==> src/rtl/input_conditioner.sv <==
// input_conditioner: per-channel flop synchronizer, optional stability filter
// and rise/fall edge detector for asynchronous pins.
// Optional feature macro: INPUT_CONDITIONER_FILTER_EN (stability filter).
// With the macro undefined, data_out is the last synchronizer stage itself,
// so a change sampled by the first stage at edge k shows on data_out after
// edge k+STAGES-1; the filter register adds FILTER_CYCLES cycles on top.
module input_conditioner #(
  parameter int               STAGES        = 2,
  parameter int               WIDTH         = 4,
  parameter int               FILTER_CYCLES = 4,
  parameter logic [WIDTH-1:0] RESET_VALUE   = '0
) (
  input  logic             clk,
  input  logic             rst_n,
  input  logic [WIDTH-1:0] data_in,
  output logic [WIDTH-1:0] data_out,
  output logic [WIDTH-1:0] rise,
  output logic [WIDTH-1:0] fall
);

  // Reject illegal configurations at elaboration time.
  if (STAGES < 2) begin : g_bad_stages
    $error("input_conditioner: STAGES must be >= 2");
  end
  if (FILTER_CYCLES < 1) begin : g_bad_filter
    $error("input_conditioner: FILTER_CYCLES must be >= 1");
  end

  // Stage 0 is the metastability catcher; the last stage is the usable level.
  logic [STAGES-1:0][WIDTH-1:0] sync_p;
  logic [WIDTH-1:0]             sync;
  logic [WIDTH-1:0]             prev;

  assign sync = sync_p[STAGES-1];

  // Synchronizer shift chain, all channels in parallel.
  always_ff @(posedge clk or negedge rst_n) begin
    if (!rst_n) begin
      sync_p <= {STAGES{RESET_VALUE}};
    end else begin
      sync_p <= {sync_p[STAGES-2:0], data_in};
    end
  end

`ifdef INPUT_CONDITIONER_FILTER_EN
  localparam int CNT_W = (FILTER_CYCLES > 1) ? $clog2(FILTER_CYCLES) : 1;
  localparam logic [CNT_W-1:0] CNT_MAX = CNT_W'(FILTER_CYCLES - 1);

  logic [CNT_W-1:0] cnt [WIDTH];
  logic [WIDTH-1:0] level;

  // Stability filter: a new level must persist FILTER_CYCLES cycles; any
  // return to the accepted level throws away the partial count.
  always_ff @(posedge clk or negedge rst_n) begin
    if (!rst_n) begin
      level <= RESET_VALUE;
      for (int i = 0; i < WIDTH; i++) cnt[i] <= '0;
    end else begin
      for (int i = 0; i < WIDTH; i++) begin
        if (sync[i] == level[i]) begin
          cnt[i] <= '0;
        end else if (cnt[i] == CNT_MAX) begin
          level[i] <= sync[i];
          cnt[i]   <= '0;
        end else begin
          cnt[i] <= cnt[i] + 1'b1;
        end
      end
    end
  end

  assign data_out = level;
`else
  assign data_out = sync;
`endif

  // Edge history: last cycle's data_out; equal to data_out after reset so
  // no pulse follows reset release.
  always_ff @(posedge clk or negedge rst_n) begin
    if (!rst_n) begin
      prev <= RESET_VALUE;
    end else begin
      prev <= data_out;
    end
  end

  assign rise = data_out & ~prev;
  assign fall = ~data_out & prev;

endmodule

==> config.mk <==
export PLATFORM = sky130hd
export DESIGN_NAME = input_conditioner
export DESIGN_NICKNAME = d
export VERILOG_FILES = /design/src/rtl/input_conditioner.sv
export SDC_FILE = /design/constraint.sdc
export NUM_CORES = 1
export LEC_CHECK = 0
export ABC_AREA = 0
export ABC_CLOCK_PERIOD_IN_PS = 800
export BUFFER_PORTS_ARGS = -buffer_cell sky130_fd_sc_hd__buf_2
export CORE_AREA = 2 2 39 41
export DETAILED_ROUTE_END_ITERATION = 6
export DIE_AREA = 0 0 41 43
export PLACE_DENSITY_LB_ADDON = 0.15
export SYNTH_ARGS = -nofsm -noshare
export SYNTH_HDL_FRONTEND = slang
export SYNTH_SLANG_ARGS = --single-unit
==> constraint.sdc <==
create_clock -name clk -period 0.8 [get_ports clk]
set_input_delay 0 -clock clk [delete_from_list [all_inputs] [get_ports clk]]
set_output_delay 0 -clock clk [all_outputs]
set_load 0.02 [all_outputs]
## After elaboration in Yosys (flattened, before gate mapping)

Cells that the tools add are included.
Widths: inputs -> output; s select.

- Register bits: 12
- Input port bits: 6
- Logic and storage cells: 7

- Bitwise logic cells: 4

Operators with widths:

| operator | number |
|---|---|
| $and 4x4->4 | 2 |
| $not 4->4 | 2 |

## Logic depth before layout (Yosys ltp)

- Word-level depth: 2
- Depth in mapped cells: 1

## Least setup slack after synthesis

No wires, ideal clock.

- Path kind: reg2out
- Start point: register sync_p (netlist bit data_out[0])
- End point: output fall[0]
- Slack: 167 ps
- Stages on the path, launching flop included: 2
- Data required time: 800 ps
- Buffers on the path: 0
- Arrival: 633 ps
- Cells stage by stage: dfrtp_1 -> and2b_2

- Word-level cells in the longest chain between the ends: 2

Ends and longest elaborated chain:

| what | line | RTL |
|---|---|---|
| start, declared | 30 | `logic [STAGES-1:0][WIDTH-1:0] sync_p;` |
| start signal, assigned | 39 | `sync_p <= {STAGES{RESET_VALUE}};` |
| start signal, assigned | 41 | `sync_p <= {sync_p[STAGES-2:0], data_in};` |
| $not 4->4 | 88 | `assign fall = ~data_out & prev;` |
| $and 4x4->4 | 88 |  |
| end, declared | 18 | `output logic [WIDTH-1:0] fall` |

Every way passes these cells.

## Worst setup path after layout

- Start point: register sync_p (netlist bit data_out[2])
- End point: output rise[2]

- Word-level cells in the longest chain between the ends: 1

Ends and longest elaborated chain:

| what | line | RTL |
|---|---|---|
| $and 4x4->4 | 87 | `assign rise = data_out & ~prev;` |
| end, declared | 17 | `output logic [WIDTH-1:0] rise,` |

Every way passes these cells.

==> summary.md <==
| Metric | Value |
|---|---|
| FMAX | 1010 MHz |
| Clk Tree Root Cell | clkbuf_4 |
| Yosys top cell area share | 75.0% |
| Final worst slack | -0.194 ns |
| Final nets | 58 |
| Synthesized Nets | 30 |
| WL per Instance | 10.5 µm |
| Synthesis-stage register bit count | 12 |
| Mapped Area | 400 µm² |
| Sw power | 259 µW |
| Worst skew pair latency | 0.26 ns |
| First-pass GRT wire length | 1.19 mm |
| Leak | 0.332 nW |
| Switching share of power | 21.8% |
| Most frequent cell after synthesis | dfrtp_1 |
| Max FO, Critical Path | 3 |
| Via count | 253 |
| Adder-cell share of the synthesized area | 0% |
| Largest net degree at the start of global routing | 13 |
| IR drop worst, VDD | 854 µV |
| Complex-gate fraction of the synthesized area | 0% |
| Crit end category | primary output |
| Crit path DAT | 0.99 ns |
| Clock power frac | 28.0% |
| Hold Crit Class | input pin to asynchronous set/reset pin |
| Period utilization | 124% |
| Layout cells sized above 1 | 66.0% |
| Chip height | 43 µm |
| CTS tree | built |
| Reg2reg end | prev[1]$_DFF_PN0_ |
| Yosys cell types | 3 |
| Starting DRT DRC Count | 5 |
| Simple-gate share of the synthesized area | 17.5% |
| Unrepaired setup endpoints after global routing | yes |
| CTS Buffer Depth | 2 |
| Crit Reg-Reg Startpoint | data_out[1]$_DFF_PN0_ |
| Power density relative to cell area | 1790 mW/mm² |
| FF-to-FF setup slack | 0.06 ns |
| Slew margin rel. | 83.6% |
| Top Layer Used | met3 |
| H-Tree Depth | 1 |
| Critical Path Max Stage Delay | 0.39 ns |
| Largest area contributor in the netlist | dfrtp_1 |
| Worst hold margin | 0.126 ns |
| Met3 Routed Length | 37 µm |
| Endpoints failing setup | 12 |
| Drt drc | 0 |
| Pins over their slew limit | 0 |
| MaxCap Viol Count | 0 |
| Port-buffer cells | 17 |
| Seq pwr share | 55.0% |
| Register Area | 300 µm² |
| Vias per inst | 3.83 |
| Syn_area_per_cell | 16.7 µm² |
| Initial Utilization | 28.9% |
| Area of the multi-input gates | 70.1 µm² |
| Gr usage total | 10.5% |
| Vias in the first global route | 287 |
| WS Path Type | flip-flop to primary output |
| Area contributors post-synth | dfrtp_1 (75%), and2b_2 (18%), buf_4 (7.5%) |
| XOR/XNOR Fraction of Synth Area | 0% |
| Period minus WS final | 0.994 ns |
| Layout fillers | 128 |
| Core Region | 0.00138 mm² |
| CP Data Required Time | 0.80 ns |
| Total grt overflow | 0 |
| Die area | 0.00176 mm² |
| Mapped Cells | 24 |
| Met2 wire length | 411 µm |
| Status | finished with violations |
| Antenna diodes | 0 |
| Ports | 18 |
| Largest family of logic cells by synthesized area | simple AND/OR/NAND/NOR gates |
| Fin. Hold Viols | 0 |
| Final core occ | 48.0% |
| Setup Skew | 0.000366 ns |
| Slew @ Worst Pin | 0.246 ns |
| Worst Setup SP | data_out[2]$_DFF_PN0_ |
| Most instantiated cells after synthesis | dfrtp_1 (12), and2b_2 (8), buf_4 (4) |
| Drt pass-1 iters | 2 |
| Met1 wire length | 243 µm |
| Post-synth EDFFs | 0 |
| Cell Chain, Critical Path | and2b_2 -> buf_6 |
| Int Power | 928 µW |
| Chip Width | 41 µm |
| Clk slew on worst S/H paths | 0.06 ns |
| Antenna violations before repair | 0 |
| CTS buffer count | 3 |
| Area grow syn2layout | 65.9% |
| Comb pwr share | 17.0% |
| Row count | 14 |
| Post-synth top flop | dfrtp_1 |
| Sequential area share after synthesis | 75.0% |
| Setup_tns | -1.90 ns |
| Asr flop ratio synth | 100% |
| Post-synthesis mux area share | 0% |
| Critical-path top delay cell | dfrtp_1 |
| Syn. warnings | 0 |
| TritonCTS Sinks | 12 |
| Reg2Reg Depth | 2 |
| Failing checks | negative setup slack |
| Final weighted congestion in routability-driven placement | 0.553 |
| Wirelength, routed | 692 µm |
| Post-DRT Antenna Nets | 0 |
| Crit start category | flip-flop |
==> power groups by stage <==
stage / registers [mW] / clock network [mW] / logic [mW]
4_1_cts: 0.652 / 0.348 / 0.203
6_report: 0.652 / 0.332 / 0.202
2_1_floorplan: 0.660 / 0 / 0.0802
5_1_grt: 0.654 / 0.378 / 0.217
3_3_place_gp: 0.661 / 0 / 0.115
3_5_place_dp: 0.665 / 0 / 0.117
==> layout by cell type, fill, tap and decap left out <==
| master | instances |
|---|---|
| clkbuf_4 | 3 |
| dlygate4sd3_1 | 5 |
| buf_4 | 4 |
| buf_2 | 5 |
| buf_6 | 13 |
| and2b_2 | 8 |
| dfrtp_1 | 12 |
==> per-layer routing <==
| metal | track usage [%] | vias to the layer above |
|---|---|---|
| li1 | - | 123 |
| met1 | 10.7 | 120 |
| met2 | 17.5 | 10 |
| met3 | 3.14 | 0 |
| met4 | 6.00 | 0 |
| met5 | 0 | - |
==> worst max-delay path by stage <==
stage                   end  slack (ns)  cells after the start
floorplan           fall[0]        0.17                      1
global placement    fall[1]        0.07                      2
detailed placement  fall[3]        0.05                      2
CTS                 fall[3]       -0.20                      2
global route        rise[1]       -0.23                      2
finish              rise[2]       -0.19                      2
==> registers in the layout, summed over array words and instances (netlist names) <==
signal / flops
data_out: 4
prev: 4
sync_p: 4
==> logic make-up (layout without fill, tap and decap cells) <==
kind of cell | Yosys count | in the layout
flops | 12 | 12
simple gates | 8 | 8
buf+inv | 4 | 30
==> worst max-delay path: cells and delay by family, from the launching register on <==
kind,cells,cell delay (ns)
and+or+nand+nor,1,0.21
buffers and inverters,1,0.13
DFF,1,0.39
==> area by class of cell <==
| type | instances | share of cell area [%] |
|---|---|---|
| flip-flops and latches | 12 | 45.2 |
| repair buffers | 27 | 37.9 |
| clock buffers | 3 | 3.39 |
| well taps | 16 | 3.01 |
| multi-input cells | 8 | 10.5 |
==> metrics by stage <==
step | area [µm²] | total power, mW | cells | setup slack [ns]
after floorplan | 400 | 0.740 | 24 | 0.167
after global routing | 664 | 1.25 | 66 | -0.229
after detailed placement | 475 | 0.783 | 53 | 0.0478
final | 664 | 1.19 | 66 | -0.194
after CTS | 664 | 1.20 | 66 | -0.197
after global placement | 475 | 0.777 | 53 | 0.0747
==> timing repair <==
action	in CTS	in global routing
resized for setup	25	0
endpoints found under the setup margin	12	12
cloned	0	0
setup buffers	5	0
endpoints found under the hold margin	16	0
hold buffers	5	0
Note: power is estimated with default switching activity, not from simulation.
